File: src/rtl/scan_pkg.sv
// Shared types for the scan sequencer: the two-state scan controller encoding.
package scan_pkg;

    typedef enum logic {
        IDLE = 1'b0,
        SCAN = 1'b1
    } scan_state_e;

endpackage

File: src/rtl/scan_dwell_counter.sv
// Per-channel dwell timer: counts 0..dwell_lat, flags the last cycle of a channel,
// and rolls back to zero on that cycle so the next channel starts fresh.
module scan_dwell_counter #(
    parameter int DWELL_W = 4
) (
    input  logic               clk,
    input  logic               reset,
    input  logic               clear,
    input  logic               en,
    input  logic [DWELL_W-1:0] dwell_lat,
    output logic [DWELL_W-1:0] count,
    output logic               tc
);

    logic [DWELL_W-1:0] count_q, count_d;

    assign tc    = (count_q == dwell_lat);
    assign count = count_q;

    always_comb begin
        count_d = count_q;
        if (clear) begin
            count_d = '0;
        end else if (en) begin
            count_d = tc ? '0 : count_q + 1'b1;
        end
    end

    always_ff @(posedge clk) begin
        if (reset) begin
            count_q <= '0;
        end else begin
            count_q <= count_d;
        end
    end

endmodule

File: src/rtl/scan_sequencer_nbit.sv
// Channel scan sequencer feeding an N-bit one-hot decoder (a/enable).
// Define SCAN_SKIP_MASK_EN to add skip_mask, which removes channels from the scan.
//
// state | meaning
// IDLE  | enable low, waiting for start (without stop)
// SCAN  | presenting channel a for dwell+1 cycles, then advancing
module scan_sequencer_nbit
    import scan_pkg::*;
#(
    parameter int N       = 3,
    parameter int DWELL_W = 4
) (
    input  logic               clk,
    input  logic               reset,
    input  logic               start,
    input  logic               stop,
    input  logic               continuous,
    input  logic [DWELL_W-1:0] dwell,
    output logic [N-1:0]       a,
    output logic               enable,
    output logic               busy,
    output logic               done,
    output logic               wrap
`ifdef SCAN_SKIP_MASK_EN
    ,
    input  logic [2**N-1:0]    skip_mask
`endif
);

    localparam int NCH = 2**N;

    scan_state_e        state_q, state_d;
    logic [N-1:0]       a_q, a_d;
    logic               enable_q, enable_d;
    logic               done_q, done_d;
    logic               wrap_q, wrap_d;
    logic               cont_q, cont_d;
    logic [DWELL_W-1:0] dwell_q, dwell_d;

    logic               cnt_clear;
    logic               cnt_tc;
    logic [DWELL_W-1:0] cnt_value;

    logic [NCH-1:0]     mask_sel;
    logic [N-1:0]       first_ch, last_ch, next_ch;
    logic               all_masked;

`ifdef SCAN_SKIP_MASK_EN
    logic [NCH-1:0]     mask_q, mask_d;

    // In IDLE the mask is being latched this cycle, so the first channel comes from the port.
    assign mask_sel = (state_q == IDLE) ? skip_mask : mask_q;

    always_comb begin
        mask_d = mask_q;
        if (state_q == IDLE && start && !stop) begin
            mask_d = skip_mask;
        end
    end

    always_ff @(posedge clk) begin
        if (reset) begin
            mask_q <= '0;
        end else begin
            mask_q <= mask_d;
        end
    end
`else
    assign mask_sel = '0;
`endif

    always_comb begin
        first_ch   = '0;
        last_ch    = '0;
        next_ch    = '0;
        all_masked = &mask_sel;
        for (int i = NCH - 1; i >= 0; i--) begin
            if (!mask_sel[i]) first_ch = N'(i);
        end
        for (int i = 0; i < NCH; i++) begin
            if (!mask_sel[i]) last_ch = N'(i);
        end
        for (int i = NCH - 1; i >= 0; i--) begin
            if (!mask_sel[i] && i > int'(a_q)) next_ch = N'(i);
        end
    end

    scan_dwell_counter #(
        .DWELL_W (DWELL_W)
    ) u_dwell_counter (
        .clk       (clk),
        .reset     (reset),
        .clear     (cnt_clear),
        .en        (state_q == SCAN),
        .dwell_lat (dwell_q),
        .count     (cnt_value),
        .tc        (cnt_tc)
    );

    always_comb begin
        state_d   = state_q;
        a_d       = a_q;
        enable_d  = enable_q;
        done_d    = 1'b0;
        wrap_d    = 1'b0;
        cont_d    = cont_q;
        dwell_d   = dwell_q;
        cnt_clear = 1'b0;
        case (state_q)
            IDLE: begin
                cnt_clear = 1'b1;
                a_d       = '0;
                enable_d  = 1'b0;
                if (start && !stop) begin
                    cont_d  = continuous;
                    dwell_d = dwell;
                    // Nothing to present: finish immediately, even in continuous mode.
                    if (all_masked) begin
                        done_d = 1'b1;
                    end else begin
                        state_d  = SCAN;
                        a_d      = first_ch;
                        enable_d = 1'b1;
                    end
                end
            end
            SCAN: begin
                if (stop) begin
                    state_d   = IDLE;
                    a_d       = '0;
                    enable_d  = 1'b0;
                    cnt_clear = 1'b1;
                end else if (cnt_tc) begin
                    if (a_q == last_ch) begin
                        if (cont_q) begin
                            a_d    = first_ch;
                            wrap_d = 1'b1;
                        end else begin
                            state_d  = IDLE;
                            a_d      = '0;
                            enable_d = 1'b0;
                            done_d   = 1'b1;
                        end
                    end else begin
                        a_d = next_ch;
                    end
                end
            end
            default: begin
                state_d  = IDLE;
                a_d      = '0;
                enable_d = 1'b0;
            end
        endcase
    end

    always_ff @(posedge clk) begin
        if (reset) begin
            state_q  <= IDLE;
            a_q      <= '0;
            enable_q <= 1'b0;
            done_q   <= 1'b0;
            wrap_q   <= 1'b0;
            cont_q   <= 1'b0;
            dwell_q  <= '0;
        end else begin
            state_q  <= state_d;
            a_q      <= a_d;
            enable_q <= enable_d;
            done_q   <= done_d;
            wrap_q   <= wrap_d;
            cont_q   <= cont_d;
            dwell_q  <= dwell_d;
        end
    end

    assign a      = a_q;
    assign enable = enable_q;
    assign busy   = (state_q == SCAN);
    assign done   = done_q;
    assign wrap   = wrap_q;

endmodule

File: config.mk
export PLATFORM = sky130hd
export DESIGN_NAME = scan_sequencer_nbit
export DESIGN_NICKNAME = d
export VERILOG_FILES = /design/src/rtl/scan_pkg.sv /design/src/rtl/scan_dwell_counter.sv /design/src/rtl/scan_sequencer_nbit.sv
export SDC_FILE = /design/constraint.sdc
export NUM_CORES = 1
export LEC_CHECK = 0
export BUFFER_PORTS_ARGS = -buffer_cell sky130_fd_sc_hd__buf_2
export CORE_MARGIN = 2
export CORE_UTILIZATION = 30
export CTS_CLUSTER_DIAMETER = 50
export DETAILED_ROUTE_END_ITERATION = 7
export SETUP_SLACK_MARGIN = 0.5
export SYNTH_ARGS = -nofsm -noshare
export SYNTH_HDL_FRONTEND = slang
export SYNTH_SLANG_ARGS = --single-unit
File: constraint.sdc
create_clock -name clk -period 1.97 [get_ports clk]
set_input_delay 0.394 -clock clk [delete_from_list [all_inputs] [get_ports clk]]
set_output_delay 0.394 -clock clk [all_outputs]
set_load 0.01 [all_outputs]
==> results by group <==
Clock network
  • H-Tree Depth: 1
  • CTS tree: built
  • Clock transition at the registers of the reported paths: 0.09 ns
  • Clk sinks: 16
  • Root Driver: clkbuf_4
  • CTS Hold Bufs: 0
  • CTS buffer count: 3
  • CTS max path bufs: 2
  • Worst skew pair latency: 0.28 ns

Detailed routing
  • Drt wl/cell: ~11 um
  • Final WL: around 1300 um
  • Via-to-Cell Ratio: 4.66
  • DR pass1 iterations: 5
  • Drt drc: 0
  • Post-DRT Antenna Nets: 0
  • First DRT Iteration DRCs: 5
  • DR vias: ~560

Power and ir drop
  • Switch Pwr: 0.137 mW
  • Clk pwr share: 35.1%
  • Logic gate share of total power: around a tenth
  • Power Internal: 0.471 mW
  • PwrDens: slightly below 700 mW/mm^2
  • Seq pwr share: approximately 56%
  • Maximum vdd drop: between 0.0003 and 0.0004 V
  • Sw Share: 22.5%
  • LEAKAGE: ~0.38 nW

Die
  • Die Y-Extent: around 53 um
  • Die area: roughly 0.0028 sq mm
  • Initial Util: about a third
  • # rows: 17
  • Core area: about 0.0022 sq mm
  • Num ports: 16
  • Chip Width: roughly 53 um

Timing
  • Final Max Tran Viols: 0
  • Post-Route Setup TNS: 0 ns
  • Actual slew at the worst max-slew pin: around 0.57 ns
  • Clk_skew: 0.000423 ns
  • RSZ-0062 raised after global routing: true
  • Hold Violations, Final: 0
  • Final setup viols: 0
  • Top achievable clock speed: about 0.7 GHz
  • Tcrit/Tclk final: 72.3%
  • Hold slack: between 0.3 and 0.4 ns
  • Relative slew slack: between 60% and 70%
  • Final min period: 1.42 ns

Yosys
  • Ranking of synthesized cells by area: dfxtp_1 (45%), mux2i_1 (8.4%), ha_1 (7.0%)
  • Top_reg_cell synth: dfxtp_1
  • Gate Count Post-Synth: 72
  • Commonest cells in the synthesized netlist: dfxtp_1 (16), nor2_1 (12), mux2i_1 (6)
  • Sequential share of the synthesized area: 44.6%
  • Yosys top cell by area: dfxtp_1
  • Fraction of registers with async set/reset: 0%
  • Yosys Warn Count: 0
  • Post-synth EDFFs: 0
  • Number of distinct library cells after synthesis: 23
  • Synthesized area: ~720 sq um
  • Count leader, synth: dfxtp_1
  • Syn avg cell area: roughly 10 sq um
  • Post-Syn Nets: 85
  • Yosys top cell area share: between 40 and 50%
  • Register bit total from synthesis: 16

Min path
  • Worst Hold Launch: dwell[1]
  • Worst hold path cell count: 3
  • Hold Path Sink: dwell_q[1]$_SDFFE_PP0P_
  • HP Class: primary input to flop

Worst setup path
  • Data required time of the critical path: 2.20 ns
  • Worst EP arrival: 1.65 ns
  • Crit Reg-Reg Startpoint: dwell_q[0]$_SDFFE_PP0P_
  • Reg-to-Reg End: wrap$_SDFF_PP0_
  • Element type at the critical path end: flop
  • Maximum fanout along the worst path: 6
  • Startpoint type of the worst setup path: flop
  • CP Class: flop to flop
  • Register-to-register setup slack: about 0.55 ns
  • R2R cell count: 5

Placed design
  • Port Buffers: 15
  • Placer Congestion: a little over 0.7
  • Dpl hpwl: 959 um
  • Cell Area, Placed: between 800 and 900 sq um

Final layout
  • Inserted Diodes: 0
  • Final instance area: 882 sq um
  • Fillers: approximately 230
  • P&R area growth vs syn: 22.8%
  • Nets: approximately 110
  • Share of layout cells above drive strength 1: 31.9%

Outcome
  • Status: finished clean

Global route
  • Antenna violations before repair: 0
  • Vias in the first global route: about 490
  • Largest net degree at the start of global routing: 10
  • Congestion Overflow GR: 0
  • GRT Overall Usage: about 10%
  • Global-route wire length before repair: slightly above 2000 um

Flow run
  • Max Cap Viol: 0
[layout make-up]
type | count | area (sq um) | area share, %
multi-input combinational | 51 | 387 | 43.8
sequential | 16 | 327 | 37.0
timing repair buffer | 16 | 82.6 | 9.36
clock buffer | 4 | 36.3 | 4.11
tap | 28 | 35.0 | 3.97
inverter | 4 | 15.0 | 1.70
[metal layers]
metal	vias up	share of wire [%]	track usage (%)
met3	2	6.1	2.54
met1	245	45	13.4
met5	-	0	0
met2	23	49	15.0
li1	285	-	-
met4	0	0.63	6.41
[flip-flops by register name, summed over array words and instances, names as in the netlist]
register	count
busy	1
cont_q	1
done	1
wrap	1
u_dwell_counter.count	4
dwell_q	4
enable	1
a	3
[placed cells by master (no fill, tap or decap)]
cell type,instances
a31oi_1,3
nor4_4,1
nand2_1,2
inv_1,4
a22o_1,1
or2_2,1
and3_4,1
xor2_1,4
dfxtp_2,2
and4_1,1
a21oi_1,2
o32ai_1,1
nor2_1,12
xnor2_1,1
xor2_2,1
a211oi_1,1
nor3_1,1
ha_1,4
mux2i_1,6
buf_2,15
clkbuf_8,1
dfxtp_1,13
dfxtp_4,1
nand3_1,2
buf_4,1
nor3b_2,2
o21ai_0,2
clkbuf_4,3
nor2b_1,2
[per-stage QoR]
| step | std cells | util, % | power, mW | setup slack (ns) |
|---|---|---|---|---|
| 2_1_floorplan | 72 | - | 0.379 | 0.633 |
| 3_3_place_gp | 114 | 36.9 | 0.397 | 0.512 |
| 3_5_place_dp | 114 | 36.9 | 0.397 | 0.500 |
| 4_1_cts | 119 | 38.9 | 0.617 | 0.544 |
| 5_1_grt | 119 | 39.5 | 0.640 | 0.468 |
| 6_report | 119 | 39.5 | 0.608 | 0.546 |
[power groups by stage]
stage,logic [mW],clock network (mW),registers [mW]
floorplan,0.0349,0,0.344
global placement,0.0511,0,0.346
detailed placement,0.0516,0,0.346
CTS,0.0561,0.223,0.338
global route,0.0641,0.237,0.339
finish,0.0568,0.214,0.338
[worst max-delay path by stage]
stage | startpoint | endpoint | slack (ns) | cells after the start
floorplan | u_dwell_counter.count[0]$_SDFFE_PP0P_ | wrap$_SDFF_PP0_ | 0.63 | 4
global placement | u_dwell_counter.count[0]$_SDFFE_PP0P_ | wrap$_SDFF_PP0_ | 0.51 | 4
detailed placement | u_dwell_counter.count[0]$_SDFFE_PP0P_ | wrap$_SDFF_PP0_ | 0.50 | 4
CTS | u_dwell_counter.count[2]$_SDFFE_PP0P_ | wrap$_SDFF_PP0_ | 0.54 | 5
global route | dwell_q[0]$_SDFFE_PP0P_ | wrap$_SDFF_PP0_ | 0.47 | 5
finish | dwell_q[0]$_SDFFE_PP0P_ | wrap$_SDFF_PP0_ | 0.55 | 5
[timing repair]
action,4_1_cts,5_1_grt
pin swaps,1,2
cloned,0,0
buffers inserted,1,0
endpoints found under the setup margin,1,4
resized for setup,0,5
[cell families after synthesis]
kind of cell	count (synthesis)	synth area share, %
multiplexers	6	8.36
AO/OA/AOI/OAI	10	8.89
flip-flops	16	44.6
XOR/XNOR	6	7.32
AND/OR/NAND/NOR	25	21.3
adder cells (fa/ha/maj)	4	6.97
buffers and inverters	5	2.61
[worst max-delay path, cell delays in order (launching register included)]
cell and delay [ns]:
dfxtp_2 0.35, xor2_2 0.18, nor4_4 0.26, buf_4 0.18
and3_4 0.21, and4_1 0.19
(Power assumes the default switching activity.)
